===== src/rtl/pwm_drive_gen_pkg.sv =====
// -----------------------------------------------------------------------------
// motor_pkg
// Shared types and constants for the per-phase PWM drive generator.
//   drive_mode_t  : requested drive mode (COAST/DRIVE/BRAKE; encoding 3 = COAST)
//   drive_state_t : drive-mode FSM state
//   PWM_WIDTH     : default counter/duty width (period = 2**PWM_WIDTH clk)
// -----------------------------------------------------------------------------
package motor_pkg;

    localparam int PWM_WIDTH = 11;

    typedef enum logic [1:0] {
        COAST = 2'd0,
        DRIVE = 2'd1,
        BRAKE = 2'd2
    } drive_mode_t;

    typedef enum logic [1:0] {
        S_COAST = 2'd0,
        S_DRIVE = 2'd1,
        S_BRAKE = 2'd2,
        S_FAULT = 2'd3
    } drive_state_t;

    // Raw 2-bit request to a legal mode; the unused encoding 3 means COAST.
    function automatic drive_mode_t decode_mode(input logic [1:0] raw);
        case (raw)
            2'd1:    decode_mode = DRIVE;
            2'd2:    decode_mode = BRAKE;
            default: decode_mode = COAST;
        endcase
    endfunction

    function automatic drive_state_t mode_to_state(input drive_mode_t m);
        case (m)
            DRIVE:   mode_to_state = S_DRIVE;
            BRAKE:   mode_to_state = S_BRAKE;
            default: mode_to_state = S_COAST;
        endcase
    endfunction

endpackage


===== src/rtl/pwm_drive_gen_if.sv =====
// -----------------------------------------------------------------------------
// pwm_drive_gen_if
// Control/status bundle between the phase controller and pwm_drive_gen.
//   duty       : requested on-time in clk cycles
//   mode_req   : raw drive_mode_t request
//   ocp        : over-current trip, active-high
//   fault_clr  : one-cycle fault clear pulse
//   high_req   : high-side gate request
//   low_req    : low-side gate request
//   pwm_synch  : one-cycle pulse at the start of each period
//   fault      : latched over-current fault
// master = controller side, slave = pwm_drive_gen side.
// -----------------------------------------------------------------------------
interface pwm_drive_gen_if
    import motor_pkg::*;
    #(parameter int WIDTH = PWM_WIDTH);

    logic [WIDTH-1:0] duty;
    logic [1:0]       mode_req;
    logic             ocp;
    logic             fault_clr;
    logic             high_req;
    logic             low_req;
    logic             pwm_synch;
    logic             fault;

    modport master (
        output duty, mode_req, ocp, fault_clr,
        input  high_req, low_req, pwm_synch, fault
    );

    modport slave (
        input  duty, mode_req, ocp, fault_clr,
        output high_req, low_req, pwm_synch, fault
    );

endinterface


===== src/rtl/pwm_drive_gen_cnt.sv =====
// -----------------------------------------------------------------------------
// pwm_period_cnt
// Free-running period counter with boundary decode, period sync pulse and the
// period-aligned duty shadow.
//   clk, rst_n : clock, async active-low reset
//   duty       : requested duty, sampled only at the period boundary
//   bnd        : combinational, high on the last cycle of the period
//   pwm_sig    : registered (cnt < duty_act)
//   pwm_synch  : registered bnd, i.e. high while cnt == 0 of a new period
// -----------------------------------------------------------------------------
module pwm_period_cnt
    import motor_pkg::*;
    #(parameter int WIDTH = PWM_WIDTH)
(
    input  logic             clk,
    input  logic             rst_n,
    input  logic [WIDTH-1:0] duty,
    output logic             bnd,
    output logic             pwm_sig,
    output logic             pwm_synch
);

    logic [WIDTH-1:0] cnt;
    logic [WIDTH-1:0] duty_act;

    assign bnd = (cnt == '1);

    // NOTE: every register here gets an explicit reset value; the async reset
    // must force the whole period back to a known start without a clock.
    always_ff @(posedge clk or negedge rst_n) begin
        if (!rst_n) begin
            cnt       <= '0;
            duty_act  <= '0;
            pwm_sig   <= 1'b0;
            pwm_synch <= 1'b0;
        end else begin
            // NOTE: non-blocking assignments so every register samples the
            // pre-edge values of the others (pwm_sig sees the old cnt/duty_act).
            cnt       <= cnt + 1'b1;
            pwm_synch <= bnd;
            pwm_sig   <= (cnt < duty_act);
            if (bnd) begin
                duty_act <= duty;
            end
        end
    end

endmodule


===== src/rtl/pwm_drive_gen.sv =====
// -----------------------------------------------------------------------------
// pwm_drive_gen
// Per-phase PWM source: turns duty + drive-mode request into complementary
// high/low gate requests for the downstream non-overlap stage.
//   clk, rst_n : clock, async active-low reset
//   bus        : pwm_drive_gen_if.slave (duty, mode_req, ocp, fault_clr in;
//                high_req, low_req, pwm_synch, fault out)
// Owns the drive-mode FSM, the over-current fault latch and the output mux;
// the counter and duty shadow live in pwm_period_cnt.
// -----------------------------------------------------------------------------
module pwm_drive_gen
    import motor_pkg::*;
    #(parameter int WIDTH = PWM_WIDTH)
(
    input  logic              clk,
    input  logic              rst_n,
    pwm_drive_gen_if.slave    bus
);

    logic         bnd;
    logic         pwm_sig;
    drive_mode_t  mode_act;
    drive_state_t state;
    drive_state_t state_nxt;
    logic         high_nxt;
    logic         low_nxt;
    // Set when a fault is cleared: keep coasting until the next period
    // boundary so the bridge restarts cleanly at a period start.
    logic         resume_hold;

    pwm_period_cnt #(.WIDTH(WIDTH)) u_cnt (
        .clk       (clk),
        .rst_n     (rst_n),
        .duty      (bus.duty),
        .bnd       (bnd),
        .pwm_sig   (pwm_sig),
        .pwm_synch (bus.pwm_synch)
    );

    // NOTE: all outputs are assigned a default first so no path through the
    // block leaves them unassigned (which would infer a latch).
    always_comb begin
        state_nxt = state;
        high_nxt  = 1'b0;
        low_nxt   = 1'b0;

        // ocp wins over everything, including a simultaneous boundary or clear.
        if (bus.ocp) begin
            state_nxt = S_FAULT;
        end else if (state == S_FAULT) begin
            state_nxt = bus.fault_clr ? S_COAST : S_FAULT;
        end else if (resume_hold) begin
            state_nxt = S_COAST;
        end else begin
            state_nxt = mode_to_state(mode_act);
        end

        case (state_nxt)
            S_DRIVE: begin
                high_nxt = pwm_sig;
                low_nxt  = ~pwm_sig;
            end
            S_BRAKE: begin
                low_nxt = 1'b1;
            end
            default: ;
        endcase
    end

    always_ff @(posedge clk or negedge rst_n) begin
        if (!rst_n) begin
            state        <= S_COAST;
            mode_act     <= COAST;
            resume_hold  <= 1'b0;
            bus.high_req <= 1'b0;
            bus.low_req  <= 1'b0;
            bus.fault    <= 1'b0;
        end else begin
            state        <= state_nxt;
            bus.high_req <= high_nxt;
            bus.low_req  <= low_nxt;
            bus.fault    <= (state_nxt == S_FAULT);

            if (bnd) begin
                mode_act <= decode_mode(bus.mode_req);
            end

            if (bnd) begin
                resume_hold <= 1'b0;
            end else if (state == S_FAULT && state_nxt == S_COAST) begin
                resume_hold <= 1'b1;
            end
        end
    end

endmodule


===== src/flat_wrapper.sv =====
// flat-port wrapper written by rule: the top's interface ports become plain ports
module pwm_drive_gen_flat import motor_pkg::*;
#(parameter int WIDTH = PWM_WIDTH)
  (clk, rst_n, bus_duty, bus_mode_req, bus_ocp, bus_fault_clr, bus_high_req, bus_low_req, bus_pwm_synch, bus_fault);
  pwm_drive_gen_if #(.WIDTH(WIDTH)) bus_i ();
  input  logic clk;
  input  logic rst_n;
  input wire logic [$bits(bus_i.duty)-1:0] bus_duty;
  input wire logic [$bits(bus_i.mode_req)-1:0] bus_mode_req;
  input wire logic [$bits(bus_i.ocp)-1:0] bus_ocp;
  input wire logic [$bits(bus_i.fault_clr)-1:0] bus_fault_clr;
  output wire logic [$bits(bus_i.high_req)-1:0] bus_high_req;
  output wire logic [$bits(bus_i.low_req)-1:0] bus_low_req;
  output wire logic [$bits(bus_i.pwm_synch)-1:0] bus_pwm_synch;
  output wire logic [$bits(bus_i.fault)-1:0] bus_fault;
  assign bus_i.duty = bus_duty;
  assign bus_i.mode_req = bus_mode_req;
  assign bus_i.ocp = bus_ocp;
  assign bus_i.fault_clr = bus_fault_clr;
  assign bus_high_req = bus_i.high_req;
  assign bus_low_req = bus_i.low_req;
  assign bus_pwm_synch = bus_i.pwm_synch;
  assign bus_fault = bus_i.fault;
  pwm_drive_gen #(.WIDTH(WIDTH)) u_core (.clk(clk), .rst_n(rst_n), .bus(bus_i));
endmodule

===== config.mk =====
export PLATFORM = sky130hd
export DESIGN_NAME = pwm_drive_gen_flat
export DESIGN_NICKNAME = d
export VERILOG_FILES = /design/src/rtl/pwm_drive_gen_pkg.sv /design/src/rtl/pwm_drive_gen_if.sv /design/src/rtl/pwm_drive_gen_cnt.sv /design/src/rtl/pwm_drive_gen.sv /design/src/flat_wrapper.sv
export SDC_FILE = /design/constraint.sdc
export NUM_CORES = 1
export LEC_CHECK = 0
export CORE_ASPECT_RATIO = 0.75
export CORE_UTILIZATION = 35
export CTS_CLUSTER_DIAMETER = 200
export DETAILED_ROUTE_END_ITERATION = 8
export GPL_ROUTABILITY_DRIVEN = 0
export MAX_ROUTING_LAYER = met4
export PLACE_DENSITY_LB_ADDON = 0.3
export SETUP_SLACK_MARGIN = 0.05
export SLEW_MARGIN = 20
export SYNTH_ARGS = -nofsm -noshare
export SYNTH_HDL_FRONTEND = slang
export SYNTH_SLANG_ARGS = --single-unit

===== constraint.sdc =====
create_clock -name clk -period 3.9 [get_ports clk]
set_clock_uncertainty 0.2 [all_clocks]
set_input_delay 0.39 -clock clk [delete_from_list [all_inputs] [get_ports clk]]
set_output_delay 0.39 -clock clk [all_outputs]
set_load 0.005 [all_outputs]

==> results.yml <==
status:
  status: "finished clean"
logic_synthesis:
  yosysWarnings: 0
  synth.top_cell.area_share_pct: 52.81
  async_flop_share_pct: 100.0
  netlist_instances: 130
  yosysTopAreaCell: "dfrtp_1"
  synthTopCellsByArea: "dfrtp_1, ha_1, mux2_4"
  synth_top_flop_cell: "dfrtp_1"
  avgSynthCellArea_um2: 11.67
  ys_seq_area_share_pct: 52.81
  ys_ff_latch: 32
  synth_fp_nets: 158
  synth_edf_count: 0
  synth_area_mm2: 0.001516
  synth.distinct_cells: 24
pwr:
  finalPower_uw: 652.8
  leakage_uw: 0.0009035
  p_per_area_mw_per_mm2: 352.0
  ir_worst_vdd_v: 0.0001431
floorplan:
  dieArea_mm2: 0.004603
  io_pins: 21
  die_x_um: 78.01
  start_util_pct: 36.95
  core_mm2: 0.004104
  die_y_um: 59.01
  rows: 20
clock_network:
  clk-insertion-delay-late_ns: 0.29
  clk_pin_slew_ns: 0.06
  cts_hold_buffers: 0
  cts_buffers: 5
  cts.sinks: 32
  cts_root_buf: "clkbuf_8"
  cts_setup_buffers: 0
  cts_resized: 0
  clockBufferDepth: 2
  htree_levels: 2
  cts_tree: "yes"
drt:
  post-route-drc-count: 0
  drtIter0Drc: 25
  routed_via_density: 4.524
  totalWireLength_mm: 2.478
  drt_pass1_iterations: 4
  ant_nets: 0
  dr_total_vias: 959
  drt-wirelength-per-cell_um: 11.69
hold_path:
  hold_class: "in -> async"
setup_path:
  max_stage_delay_ns: 0.65
  critical_path_arrival_ns: 2.02
  end_kind: "register"
  criticalPathCategory: "reg -> reg"
  worstPathRequired_ns: 3.87
  worst-path-buf-inv: 0
  critPathTopFamily: "simple AND/OR/NAND/NOR gates"
  cp-start-kind: "register"
  slowest_stage: "or4_4"
  worstPathMaxFanout: 16
  path_cells: "ha_1 -> nand3_1 -> or4_4 -> mux2_4"
grt:
  antenna_found_initial: 0
  grt_pass1_vias: 991
  grt_use_total_pct: 13.24
  gr-total-overflow: 0
  grt_pass1_wl_mm: 4.222
  grt_max_degree: 33
timing:
  tightestPinTransition_ns: 0.3915
  rsz0062_at_grt: "false"
  fin_crit_ns: 2.050
  clock.fmax_mhz: 487.9
  tns_ns: 0
  slew_violations: 0
  hold_viol_final: 0
  fin_crit_sh_pct: 52.56
  relSlewSlack_pct: 73.90
  fin_ws_ns: 1.850
  setup-violations-final: 0
finish:
  diodes: 0
  drive_gt1_share_pct: 14.65
  fillers: 402
  area_growth_pct: 22.28
  final_nets: 184
placement:
  post-place-ws_ns: 1.840
  numPortBuffers: 20
  dp_hpwl_mm: 1.842
job:
  drv_cap: 0
[final timing paths]
check / start / endpoint / slack (ns) / cells past startpoint
max: u_core.u_cnt.cnt[0]$_DFF_PN0_ / u_core.u_cnt.duty_act[2]$_DFFE_PN0P_ / 1.85 / 4
min: rst_n / u_core.u_cnt.duty_act[8]$_DFFE_PN0P_ / 0.29 / 2
max reg2reg: u_core.u_cnt.cnt[0]$_DFF_PN0_ / u_core.u_cnt.duty_act[2]$_DFFE_PN0P_ / 1.85 / 4
min reg2reg: u_core.u_cnt.cnt[0]$_DFF_PN0_ / u_core.u_cnt.cnt[0]$_DFF_PN0_ / 0.29 / 1
max in group asynchronous: rst_n / u_core.bus.low_req$_DFF_PN0_ / 2.93 / 2
min in group clk: u_core.u_cnt.cnt[0]$_DFF_PN0_ / u_core.u_cnt.cnt[0]$_DFF_PN0_ / 0.29 / 1
[Yosys cell counts (3+ instances only)]
cell      count
nand2_1       9
mux2_2        6
ha_1         11
mux2_4        5
dfrtp_1      32
nand3_1       7
nand4_1       3
nor2_1        4
a21oi_1       6
o21ai_0       6
xnor2_1       8
nand2b_1      5
inv_1        17
[kinds of logic (layout without fill, tap and decap cells)]
| logic type | Yosys count | after routing | synth area share [%] |
|---|---|---|---|
| xor gates and xnor gates | 9 | 9 | 5.198 |
| adders and majority gates | 11 | 11 | 9.076 |
| DFF | 32 | 32 | 52.81 |
| AOI/OAI and AO/OA | 15 | 15 | 5.611 |
| buffers and inverters | 19 | 46 | 6.271 |
| muxes | 11 | 11 | 9.405 |
| and+or+nand+nor | 33 | 33 | 11.63 |
[through the flow]
stage	utilization [%]	std cells	instance area, µm²	hold slack, ns
5_1_grt	45.18	212	1854	0.3078
2_1_floorplan	-	130	1516	-0.1056
6_report	45.18	212	1854	0.2859
4_1_cts	45.18	212	1854	0.2983
3_3_place_gp	42.93	204	1762	0.2532
3_5_place_dp	42.93	204	1762	0.2887
[per-layer routing]
layer,GRT usage (%),part of all wire [%],up-vias
met4,10.32,3.7,0
li1,-,-,487
met1,15.09,46,445
met5,-,0,-
met2,19.97,46,19
met3,3.846,4.4,8
[power breakdown]
part | leakage [µW] | internal [µW] | switching, µW | total [µW]
Combinational | 0.000476 | 29.4 | 18.9 | 48.3
Sequential | 0.000377 | 341 | 4.30 | 345
Clock | 0.0000510 | 140 | 119 | 259
[sequential cells by signal, summed over array words and instances (netlist names)]
name,flops
u_core.u_cnt.cnt,11
u_core.u_cnt.duty_act,11
u_core.mode_act,2
u_core.state,2
u_core.bus.fault,1
u_core.bus.high_req,1
u_core.bus.low_req,1
u_core.resume_hold,1
u_core.u_cnt.pwm_sig,1
u_core.u_cnt.pwm_synch,1
[layout make-up]
| cell class | instances | area (µm²) | area share (%) |
|---|---|---|---|
| Clock inverter | 2 | 10.01 | 0.5398 |
| Timing Repair Buffer | 21 | 207.7 | 11.20 |
| Clock buffer | 6 | 82.58 | 4.453 |
| Tap cell | 55 | 68.82 | 3.711 |
| Sequential cell | 32 | 800.8 | 43.18 |
| Inverter | 17 | 63.81 | 3.441 |
| Multi-Input combinational cell | 79 | 620.6 | 33.47 |
[cells in the final DEF, fill, tap and decap left out, drive strengths merged]
cell type	instances
nor2	4
xnor2	8
o21ai	6
nor3	1
nor3b	1
nand2	9
mux2	11
a21oi	6
dfrtp	32
clkbuf	6
and3	1
a211oi	1
xor2	1
a21o	1
buf	1
clkinv	2
nand2b	5
ha	11
inv	17
nand4	4
or4	1
o21ba	1
clkdlybuf4s50	20
nand3	7
Note: power is estimated with default switching activity, not from simulation.
